[src/rtl/booth_r4_mult.sv]
// Radix-4 (modified Booth) sequential multiplier with a start/busy/done handshake.
// Retires one Booth digit per clock on operands extended to W+2 bits.
module booth_r4_mult #(
  parameter int W = 8
) (
  input  logic             clk,
  input  logic             rst,
  input  logic             start,
  input  logic             signed_mode,
  input  logic [W-1:0]     a,
  input  logic [W-1:0]     b,
  output logic [2*W-1:0]   product,
  output logic             busy,
  output logic             done
);

  localparam int E     = W + 2;
  localparam int AW    = E + 2;
  localparam int STEPS = E / 2;
  localparam int CW    = $clog2(STEPS);
  localparam logic [CW-1:0] LAST_CNT = CW'(STEPS - 1);

  if (((W % 2) != 0) || (W < 4)) begin : g_bad_width
    $error("booth_r4_mult: W must be even and >= 4");
  end

  typedef enum logic [0:0] {
    ST_IDLE = 1'b0,
    ST_RUN  = 1'b1
  } state_t;

  state_t              state_r;
  state_t              state_nxt_s;
  logic                load_s;
  logic                finish_s;

  logic [E-1:0]        m_r;
  logic [E-1:0]        q_r;
  logic                q1_r;
  logic [AW-1:0]       acc_r;
  logic [CW-1:0]       cnt_r;
  logic [2*W-1:0]      product_r;
  logic                done_r;

  logic [AW-1:0]       m_ext_s;
  logic [AW-1:0]       m2_s;
  logic [AW-1:0]       addend_s;
  logic [AW-1:0]       sum_s;
  logic [AW-1:0]       acc_sh_s;
  logic [E-1:0]        q_sh_s;
  logic [2*W-1:0]      prod_sh_s;

  // Two extra bits keep both the unsigned range and the -2M digit representable.
  function automatic logic [E-1:0] extend(input logic [W-1:0] v, input logic sgn);
    logic [E-1:0] r;
    if (sgn) begin
      r = {{2{v[W-1]}}, v};
    end else begin
      r = {2'b00, v};
    end
    return r;
  endfunction

  // State register.
  always_ff @(posedge clk or negedge rst) begin
    if (!rst) begin
      state_r <= ST_IDLE;
    end else begin
      state_r <= state_nxt_s;
    end
  end

  // Next-state decode; completion returns straight to IDLE.
  always_comb begin
    state_nxt_s = state_r;
    load_s      = 1'b0;
    finish_s    = 1'b0;
    case (state_r)
      ST_IDLE: begin
        if (start) begin
          state_nxt_s = ST_RUN;
          load_s      = 1'b1;
        end else begin
          state_nxt_s = ST_IDLE;
        end
      end
      ST_RUN: begin
        if (cnt_r == LAST_CNT) begin
          state_nxt_s = ST_IDLE;
          finish_s    = 1'b1;
        end else begin
          state_nxt_s = ST_RUN;
        end
      end
      default: begin
        state_nxt_s = ST_IDLE;
      end
    endcase
  end

  assign m_ext_s = {{2{m_r[E-1]}}, m_r};
  assign m2_s    = {m_r[E-1], m_r, 1'b0};

  // Booth digit selection from the two low multiplier bits and the implicit bit.
  always_comb begin
    addend_s = '0;
    case ({q_r[1:0], q1_r})
      3'b001, 3'b010: addend_s = m_ext_s;
      3'b011:         addend_s = m2_s;
      3'b100:         addend_s = -m2_s;
      3'b101, 3'b110: addend_s = -m_ext_s;
      default:        addend_s = '0;
    endcase
  end

  assign sum_s     = acc_r + addend_s;
  assign acc_sh_s  = {{2{sum_s[AW-1]}}, sum_s[AW-1:2]};
  assign q_sh_s    = {sum_s[1:0], q_r[E-1:2]};
  assign prod_sh_s = {acc_sh_s[W-3:0], q_sh_s};

  // Operand load, per-digit accumulate/shift and result capture.
  always_ff @(posedge clk or negedge rst) begin
    if (!rst) begin
      m_r       <= '0;
      q_r       <= '0;
      q1_r      <= 1'b0;
      acc_r     <= '0;
      cnt_r     <= '0;
      product_r <= '0;
      done_r    <= 1'b0;
    end else begin
      done_r <= finish_s;
      if (load_s) begin
        m_r   <= extend(a, signed_mode);
        q_r   <= extend(b, signed_mode);
        q1_r  <= 1'b0;
        acc_r <= '0;
        cnt_r <= '0;
      end else if (state_r == ST_RUN) begin
        acc_r <= acc_sh_s;
        q_r   <= q_sh_s;
        q1_r  <= q_r[1];
        if (finish_s) begin
          cnt_r     <= '0;
          product_r <= prod_sh_s;
        end else begin
          cnt_r <= cnt_r + CW'(1);
        end
      end
    end
  end

  assign busy    = (state_r == ST_RUN);
  assign done    = done_r;
  assign product = product_r;

endmodule
[config.mk]
export PLATFORM = sky130hd
export DESIGN_NAME = booth_r4_mult
export DESIGN_NICKNAME = d
export VERILOG_FILES = /design/src/rtl/booth_r4_mult.sv
export SDC_FILE = /design/constraint.sdc
export NUM_CORES = 1
export LEC_CHECK = 0
export BUFFER_PORTS_ARGS = -buffer_cell sky130_fd_sc_hd__clkbuf_2
export CORE_AREA = 2 2 87 89
export DETAILED_ROUTE_END_ITERATION = 7
export DIE_AREA = 0 0 89 91
export HOLD_SLACK_MARGIN = 0.08
export PLACE_DENSITY = 0.59
export SYNTH_ARGS = -nofsm -noshare
export SYNTH_HDL_FRONTEND = slang
export SYNTH_SLANG_ARGS = --single-unit
[constraint.sdc]
create_clock -name clk -period 10 [get_ports clk]
set_clock_uncertainty 0.1 [all_clocks]
set_input_delay 1 -clock clk [delete_from_list [all_inputs] [get_ports clk]]
set_output_delay 1 -clock clk [all_outputs]
set_load 0.02 [all_outputs]
Word level (Yosys, flattened, before mapping) --
Cells that the tools add are included.
Operators by class: add/sub/neg operators 4, equal/unequal tests 7, muxes and demuxes 18, bitwise operators 2, reduce and logical (&&, ||, !) cells 4
Operator list (number):
- one-hot mux 12 bit (4 select lines) | 1
- two-way mux 10 bit | 4
- two-way mux 12 bit | 2
- negation 12 bit | 2
- adder 12 bit | 1
- equality test 3 bit (second input constant) | 4
- two-way mux 3 bit | 3
- two-way mux 1 bit | 7
- equality test 3 x 2 -> 1 bit (second input constant) | 2
- OR reduction 2 bit | 2
- adder 3 x 1 -> 3 bit (second input constant) | 1
- equality test 3 x 1 -> 1 bit (second input constant) | 1
- AND reduction 3 bit | 1
- inverter 1 bit | 2
- one-hot mux 1 bit (2 select lines) | 1
- nonzero test 2 bit | 1
Word-level totals: register bits after elaboration 54, input port bits 20, output and inout port bits 18, logic and storage cells 43

Logic depth before layout (Yosys ltp) --
Gate-level depths: netlist of run 1.
depth in word-level cells 6, gate-level depth with buffers 15, mapped depth without buffers 15

Worst setup path after synthesis of run 1 --
OpenSTA, ideal clock, no wires.
kind register to register, from register m_r[1], to register acc_r[10], library setup time 0.076 ns, arrival time 3.385 ns, required time 9.824 ns, setup slack 6.439 ns, cell stages (with the launch flop) 15, path buffers 0, period minus slack after synthesis 3.561 ns, cell sequence dfrtp_1 inv_1 ha_1 or3b_4 or3_4 nand2_1 mux2i_1 a211oi_1 a21oi_1 ha_1 a2111oi_0 a21oi_1 o221ai_1 xor3_1 o21ai_1
On the way: cells in the longest elaborated chain, start to end 5, elaborated cells on any way between the ends 6, classes of those cells 3 x add/sub; 3 x mux
RTL lines:
- start: declaration | line 37 | logic [E-1:0] m_r;
- start signal: assignment | line 134 | m_r <= extend(a, signed_mode);
- negation 12 bit (on tied branches) | line 111, 110
- one-hot mux 12 bit (4 select lines) (*) | line 107 | case ({q_r[1:0], q1_r})
- adder 12 bit (*) | line 116 | assign sum_s = acc_r + addend_s;
- two-way mux 12 bit (*) | line 139 | end else if (state_r == ST_RUN) begin
- two-way mux 12 bit (*) | line 133 | if (load_s) begin
- end signal: assignment | line 140 | acc_r <= acc_sh_s;
- end: declaration | line 40 | logic [AW-1:0] acc_r;
Every way passes the cells marked *; elsewhere a longest branch is shown, timed or not. The select of a mux whose other input is x is not followed. A chain may end at the register's enable or synchronous reset.

Worst setup path in the final report of run 1 --
Ends and elaborated chain as after synthesis.

==> results.sh, run 1 <==
export IMPL_status="completed"
export IMPL_start_util_pct=44.3
export IMPL_detail_route_wirelength_um=6870
export IMPL_drc=0
export IMPL_clock_latency_ns=0.30
export IMPL_post_dp_hpwl_um=4950
export IMPL_rsz0062_at_grt="false"
export IMPL_grt_pass1_wl_um=11600
export IMPL_worst_pin_slew_ns=0.954
export IMPL_syn_area_um2=3160
export IMPL_ff2ff_setup_slack_ns=6.05
export IMPL_die_x_um=89
export IMPL_fin_crit_sh_pct=39.5
export IMPL_synth_cell_types=54
export IMPL_syn_nets=375
export IMPL_cp_start_kind="register"
export IMPL_area_growth_syn_to_layout_pct=10.0
export IMPL_max_cap_violations=0
export IMPL_synth_cells=340
export IMPL_vias_per_cell=5.43
export IMPL_cts_resized=0
export IMPL_crit_path_max_fanout=6
export IMPL_worstSetupEndpointType="register"
export IMPL_cts_tree="built"
export IMPL_path_class="register to register"
export IMPL_drtIter0Drc=125
export IMPL_timing_fmax_mhz=253
export IMPL_post_cts_setup_buffers=0
export IMPL_clock_sinks=51
export IMPL_routedWlPerCell_um=14.8
export IMPL_grt_usage_pct=17.9
export IMPL_antenna_found_initial=0
export IMPL_avgSynthCellArea_um2=9.30
export IMPL_cts_buffer_depth=2
export IMPL_ant_nets=0
export IMPL_synth_flop_cell="dfrtp_1"
export IMPL_finalMaxSlewViolations=0
export IMPL_fin_crit_ns=3.95
export IMPL_ioPinCount=38
export IMPL_tns_ns=0
export IMPL_final_nets=401
export IMPL_core_um2=7140
export IMPL_drtPass1Iterations=4
export IMPL_io_buffers=37
export IMPL_ctsHoldBuffers=0
export IMPL_synth_edf_count=0
export IMPL_synthArstFlopShare_pct=100
export IMPL_crit_required_ns=10.13
export IMPL_antenna_cells=0
export IMPL_std_cell_rows=31
export IMPL_drive_above_1_share_pct=18.8
export IMPL_path_clk_slew_ns=0.10
export IMPL_vias=2529
export IMPL_setup_viol=0
export IMPL_die_area_um2=8100
export IMPL_grt_pass1_vias=2426
export IMPL_routabilityCongestion=0.843
export IMPL_ys_ff_latch=51
export IMPL_grt_max_degree=52
export IMPL_overflow=0
export IMPL_r2r_start="m_r[1]"
export IMPL_yosysWarnings=0
export IMPL_ys_seq_area_share_pct=40.4
export IMPL_relSlewSlack_pct=36.1
export IMPL_hp_class="register to register"
export IMPL_critPathLaunch="m_r[1]"
export IMPL_hold_viol=0
export IMPL_cts_buffers=5
export IMPL_cts_root_buf="clkbuf_8"
export IMPL_cts_max_level=2
export IMPL_arrival_ns=4.08
export IMPL_die_h_um=91
export IMPL_worstHoldStart="product[14]"
registers in the layout, summed over array words and instances, names as in the netlist:
| signal | cells |
|---|---|
| q_r | 10 |
| busy | 1 |
| m_r | 9 |
| q1_r | 1 |
| product | 16 |
| done | 1 |
| cnt_r | 3 |
| acc_r | 10 |
Yosys cell counts (2+ instances only):
cell / number / area, µm²
nand2_1: 53 / 199
dfrtp_1: 51 / 1280
o21ai_0: 35 / 175
a21oi_1: 18 / 90.1
mux2_2: 16 / 180
nor2_1: 16 / 60.1
ha_1: 14 / 175
inv_1: 13 / 48.8
clkbuf_1: 12 / 45.0
mux2i_1: 12 / 120
xor2_1: 9 / 78.8
nand3_1: 8 / 40.0
a211oi_1: 7 / 52.6
nor3_1: 6 / 30.0
o211ai_1: 6 / 45.0
and2_1: 4 / 25.0
nand2b_1: 4 / 25.0
o31ai_1: 4 / 30.0
xnor2_1: 4 / 35.0
a21o_1: 3 / 22.5
buf_1: 3 / 11.3
buf_2: 3 / 15.0
a2111o_1: 2 / 22.5
a211o_1: 2 / 17.5
a221oi_1: 2 / 17.5
nand3b_1: 2 / 15.0
nor4_2: 2 / 25.0
o21a_1: 2 / 15.0
or3_1: 2 / 12.5
metrics by stage:
stage	area [µm²]	utilization [%]	hold slack [ns]	setup WS (ns)	cells
5_1_grt	3480	48.7	0.425	5.78	466
2_1_floorplan	3160	-	0.356	6.44	340
4_1_cts	3480	48.7	0.395	6.07	466
6_report	3480	48.7	0.387	6.05	466
3_3_place_gp	3390	47.5	0.362	6.19	458
3_5_place_dp	3390	47.5	0.373	6.13	458
critical path, stage by stage, from the launching register on:
cell	delay [ns]
dfrtp_1	0.42
inv_1	0.12
ha_1	0.23
or3b_4	0.43
or3_4	0.36
nand2_1	0.10
mux2i_1	0.09
a211oi_1	0.25
a21oi_1	0.08
ha_1	0.36
a2111oi_0	0.56
a21oi_1	0.18
o221ai_1	0.23
xor3_1	0.25
o21ai_1	0.12
cell usage in the layout (no fill, tap or decap), types with 2 or more instances in the layout:
| cell | n |
|---|---|
| clkbuf_2 | 37 |
| mux2i_1 | 12 |
| xnor2_1 | 4 |
| a2111o_1 | 2 |
| nand2b_1 | 4 |
| a221oi_1 | 2 |
| nand3b_1 | 2 |
| a211oi_1 | 7 |
| o21a_1 | 2 |
| or3_1 | 2 |
| and2_1 | 4 |
| a211o_1 | 2 |
| dfrtp_1 | 51 |
| nand3_1 | 8 |
| nor2_1 | 16 |
| ha_1 | 14 |
| a21o_1 | 3 |
| mux2_2 | 16 |
| inv_1 | 13 |
| nand2_1 | 53 |
| xor2_1 | 9 |
| clkbuf_8 | 5 |
| a21oi_1 | 18 |
| o21ai_0 | 35 |
| nor3_1 | 6 |
| o211ai_1 | 6 |
| buf_4 | 2 |
| nor4_2 | 2 |
| o31ai_1 | 4 |
per-layer routing:
metal | vias up | share of wire [%] | global-route usage (%)
met5 | - | 0 | 0
met2 | 38 | 49 | 28.6
met1 | 1228 | 47 | 25.5
li1 | 1259 | - | -
met4 | 0 | 0.79 | 3.86
met3 | 4 | 2.7 | 2.73
path summary, 6_finish.rpt:
path / to / cells after the start
max reg2reg: acc_r[10] / 14
max in group asynchronous: m_r[0] / 2
min: product[14] / 2
min reg2reg: product[14] / 2
max: acc_r[10] / 14
min in group asynchronous: acc_r[8] / 2
layout make-up:
type / count / area, µm²
Clock buffer: 6 / 72.6
Clock inverter: 2 / 16.3
Fill cell: 729 / 3660
Inverter: 13 / 48.8
Multi-Input combinational cell: 256 / 1740
Sequential cell: 51 / 1280
Tap cell: 99 / 124
Timing Repair Buffer: 39 / 200
kinds of logic after synthesis:
logic type / share of synthesized area, %
and+or+nand+nor: 15.8
AOI/OAI and AO/OA: 18.5
DFF: 40.4
buffers and inverters: 4.59
muxes: 10.2
adders and majority gates: 6.18
xor gates and xnor gates: 4.35
Power of run 1 is left out: the tool's default activity adds up to more than one toggle a clock period on the data nets, which glitch-free logic cannot reach.
==> run 2, diff against run 1 <==
PLACE_DENSITY = 0.62   (was 0.59)
clock period = 3.56 ns   (was 10 ns; I/O delays follow)
==> run 2 against run 1 <==
Compared with the run above: critical path depth did not move; setup slack lost 6.0 ns; sequential share of layout area decreased by 2.1 points.
==> results.sh, run 2 (synthesis gave the netlist of run 1 again) <==
export IMPL_antenna_found_initial=0
export IMPL_vias=2630
export IMPL_routedWlPerCell_um=14.9
export IMPL_die_area_um2=8100
export IMPL_crit_required_ns=3.70
export IMPL_mostFrequentLayoutCell="nand2_1"
export IMPL_drtPass1Iterations=4
export IMPL_die_h_um=91
export IMPL_clock_latency_ns=0.31
export IMPL_overflow=0
export IMPL_cts_buffers=5
export IMPL_detail_route_wirelength_um=7210
export IMPL_worstSetupEndpointType="register"
export IMPL_place_inst=473
export IMPL_max_cap_violations=0
export IMPL_slowest_stage="dfrtp_1"
export IMPL_timing_fmax_mhz=288
export IMPL_cts_buffer_depth=2
export IMPL_grt_pass1_wl_um=12400
export IMPL_grt_usage_pct=19.0
export IMPL_path_class="register to register"
export IMPL_hp_class="input port to register"
export IMPL_fin_util_pct=51.6
export IMPL_crit_path_max_fanout=6
export IMPL_ioPinCount=38
export IMPL_cts_max_level=2
export IMPL_antenna_cells=0
export IMPL_drc=0
export IMPL_start_util_pct=44.3
export IMPL_worst_pin_slew_ns=0.928
export IMPL_layout_cells_non_filler=483
export IMPL_status="completed"
export IMPL_vias_per_cell=5.45
export IMPL_drive_above_1_share_pct=25.3
export IMPL_post_dp_hpwl_um=5370
export IMPL_grt_pass1_vias=2652
export IMPL_final_cell_mix="52 x nand2_1, 51 x dfrtp_1, 37 x clkbuf_2"
export IMPL_io_buffers=37
export IMPL_std_cell_rows=31
export IMPL_hold_viol=0
export IMPL_fillers=697
export IMPL_die_x_um=89
export IMPL_cts_tree="built"
export IMPL_setup_viol=0
export IMPL_area_growth_syn_to_layout_pct=16.6
export IMPL_finalMaxSlewViolations=0
export IMPL_cts_root_buf="clkbuf_8"
export IMPL_clock_sinks=51
export IMPL_grt_max_degree=27
export IMPL_ant_nets=0
export IMPL_worstPathCellList="inv_2, ha_4, or3b_4, buf_4, and2b_1, xnor2_1, o21ai_0, o31ai_1, a21oi_1, ha_2, a2111o_1, o221ai_2, xor3_1, o21ai_1"
export IMPL_path_clk_slew_ns=0.10
export IMPL_core_um2=7140
export IMPL_fin_crit_ns=3.47
export IMPL_rsz0062_at_grt="true"
export IMPL_arrival_ns=3.61
export IMPL_routabilityCongestion=0.823
export IMPL_largest_reg_flops=16
export IMPL_crit_path_max_incr_delay_ns=0.41
export IMPL_relSlewSlack_pct=37.9
export IMPL_cp_start_kind="register"
export IMPL_final_nets=418
export IMPL_fin_crit_sh_pct=97.6
export IMPL_drtIter0Drc=113
-- run 2: changes by cell type in the layout (fill, tap and decap cells not counted), moves of 2 or more --
| cell | delta |
|---|---|
| a21oi_1 | -2 |
| ha_4 | +2 |
| ha_1 | -3 |
| inv_2 | +2 |
| inv_1 | -2 |
| buf_4 | +15 |
| a21oi_2 | +2 |
-- run 2: cell type report --
cell class / instances / area [µm²] / share of cell area (%)
clock inverters: 2 / 16.3 / 0.441
repair buffers: 56 / 334 / 9.06
multi-input cells: 256 / 1810 / 49.2
well taps: 99 / 124 / 3.36
flip-flops and latches: 51 / 1280 / 34.6
clock buffers: 6 / 72.6 / 1.97
inverters: 13 / 48.8 / 1.32
-- run 2: final timing paths --
kind / start / end / slack, ns / cells after the start
max in group asynchronous: rst / q_r[9] / 2.03 / 3
setup / recovery: m_r[0] / acc_r[10] / 0.09 / 14
hold reg to reg: product[14] / product[14] / 0.38 / 2
setup reg to reg: m_r[0] / acc_r[10] / 0.09 / 14
hold / removal: a[2] / m_r[2] / 0.16 / 3
min in group asynchronous: rst / busy / 0.52 / 2
-- run 2: repair_timing --
item,in CTS,in global routing
hold buffers,1,0
endpoints found under the setup margin,2,5
pin swaps,1,2
setup buffers,0,1
resized for setup,2,14
hold endpoints to repair,25,0
-- run 2: per-stage QoR --
stage               setup TNS, ns  cell area, µm²  hold WS (ns)  worst slack (ns)
global placement                0            3500         0.325             0.120
detailed placement        -0.0455            3500         0.325           -0.0455
floorplan                       0            3160       -0.0396            0.0468
CTS                             0            3610         0.153           0.00703
finish                          0            3690         0.159            0.0853
global route              -0.0371            3690         0.172           -0.0371
-- run 2: per-layer routing --
metal / share of wire (%) / up-vias / global-route usage, % / wire, µm
li1: - / 1301 / - / -
met1: 46 / 1282 / 26.1 / 3340
met2: 50 / 37 / 30.8 / 3580
met3: 2.6 / 10 / 3.36 / 186
met4: 1.6 / 0 / 5.22 / 116
met5: 0 / - / 0 / 0
-- run 2: worst max-delay path: cells and delay by family, from the launching register on --
kind                       cells  cell delay, ns
and+or+nand+nor                2            0.61
DFF                            1            0.41
buffers and inverters          2            0.24
adders and majority gates      2            0.48
xor gates and xnor gates       2            0.37
AOI/OAI and AO/OA              6            1.19
Power of run 2 is left out for the same reason.
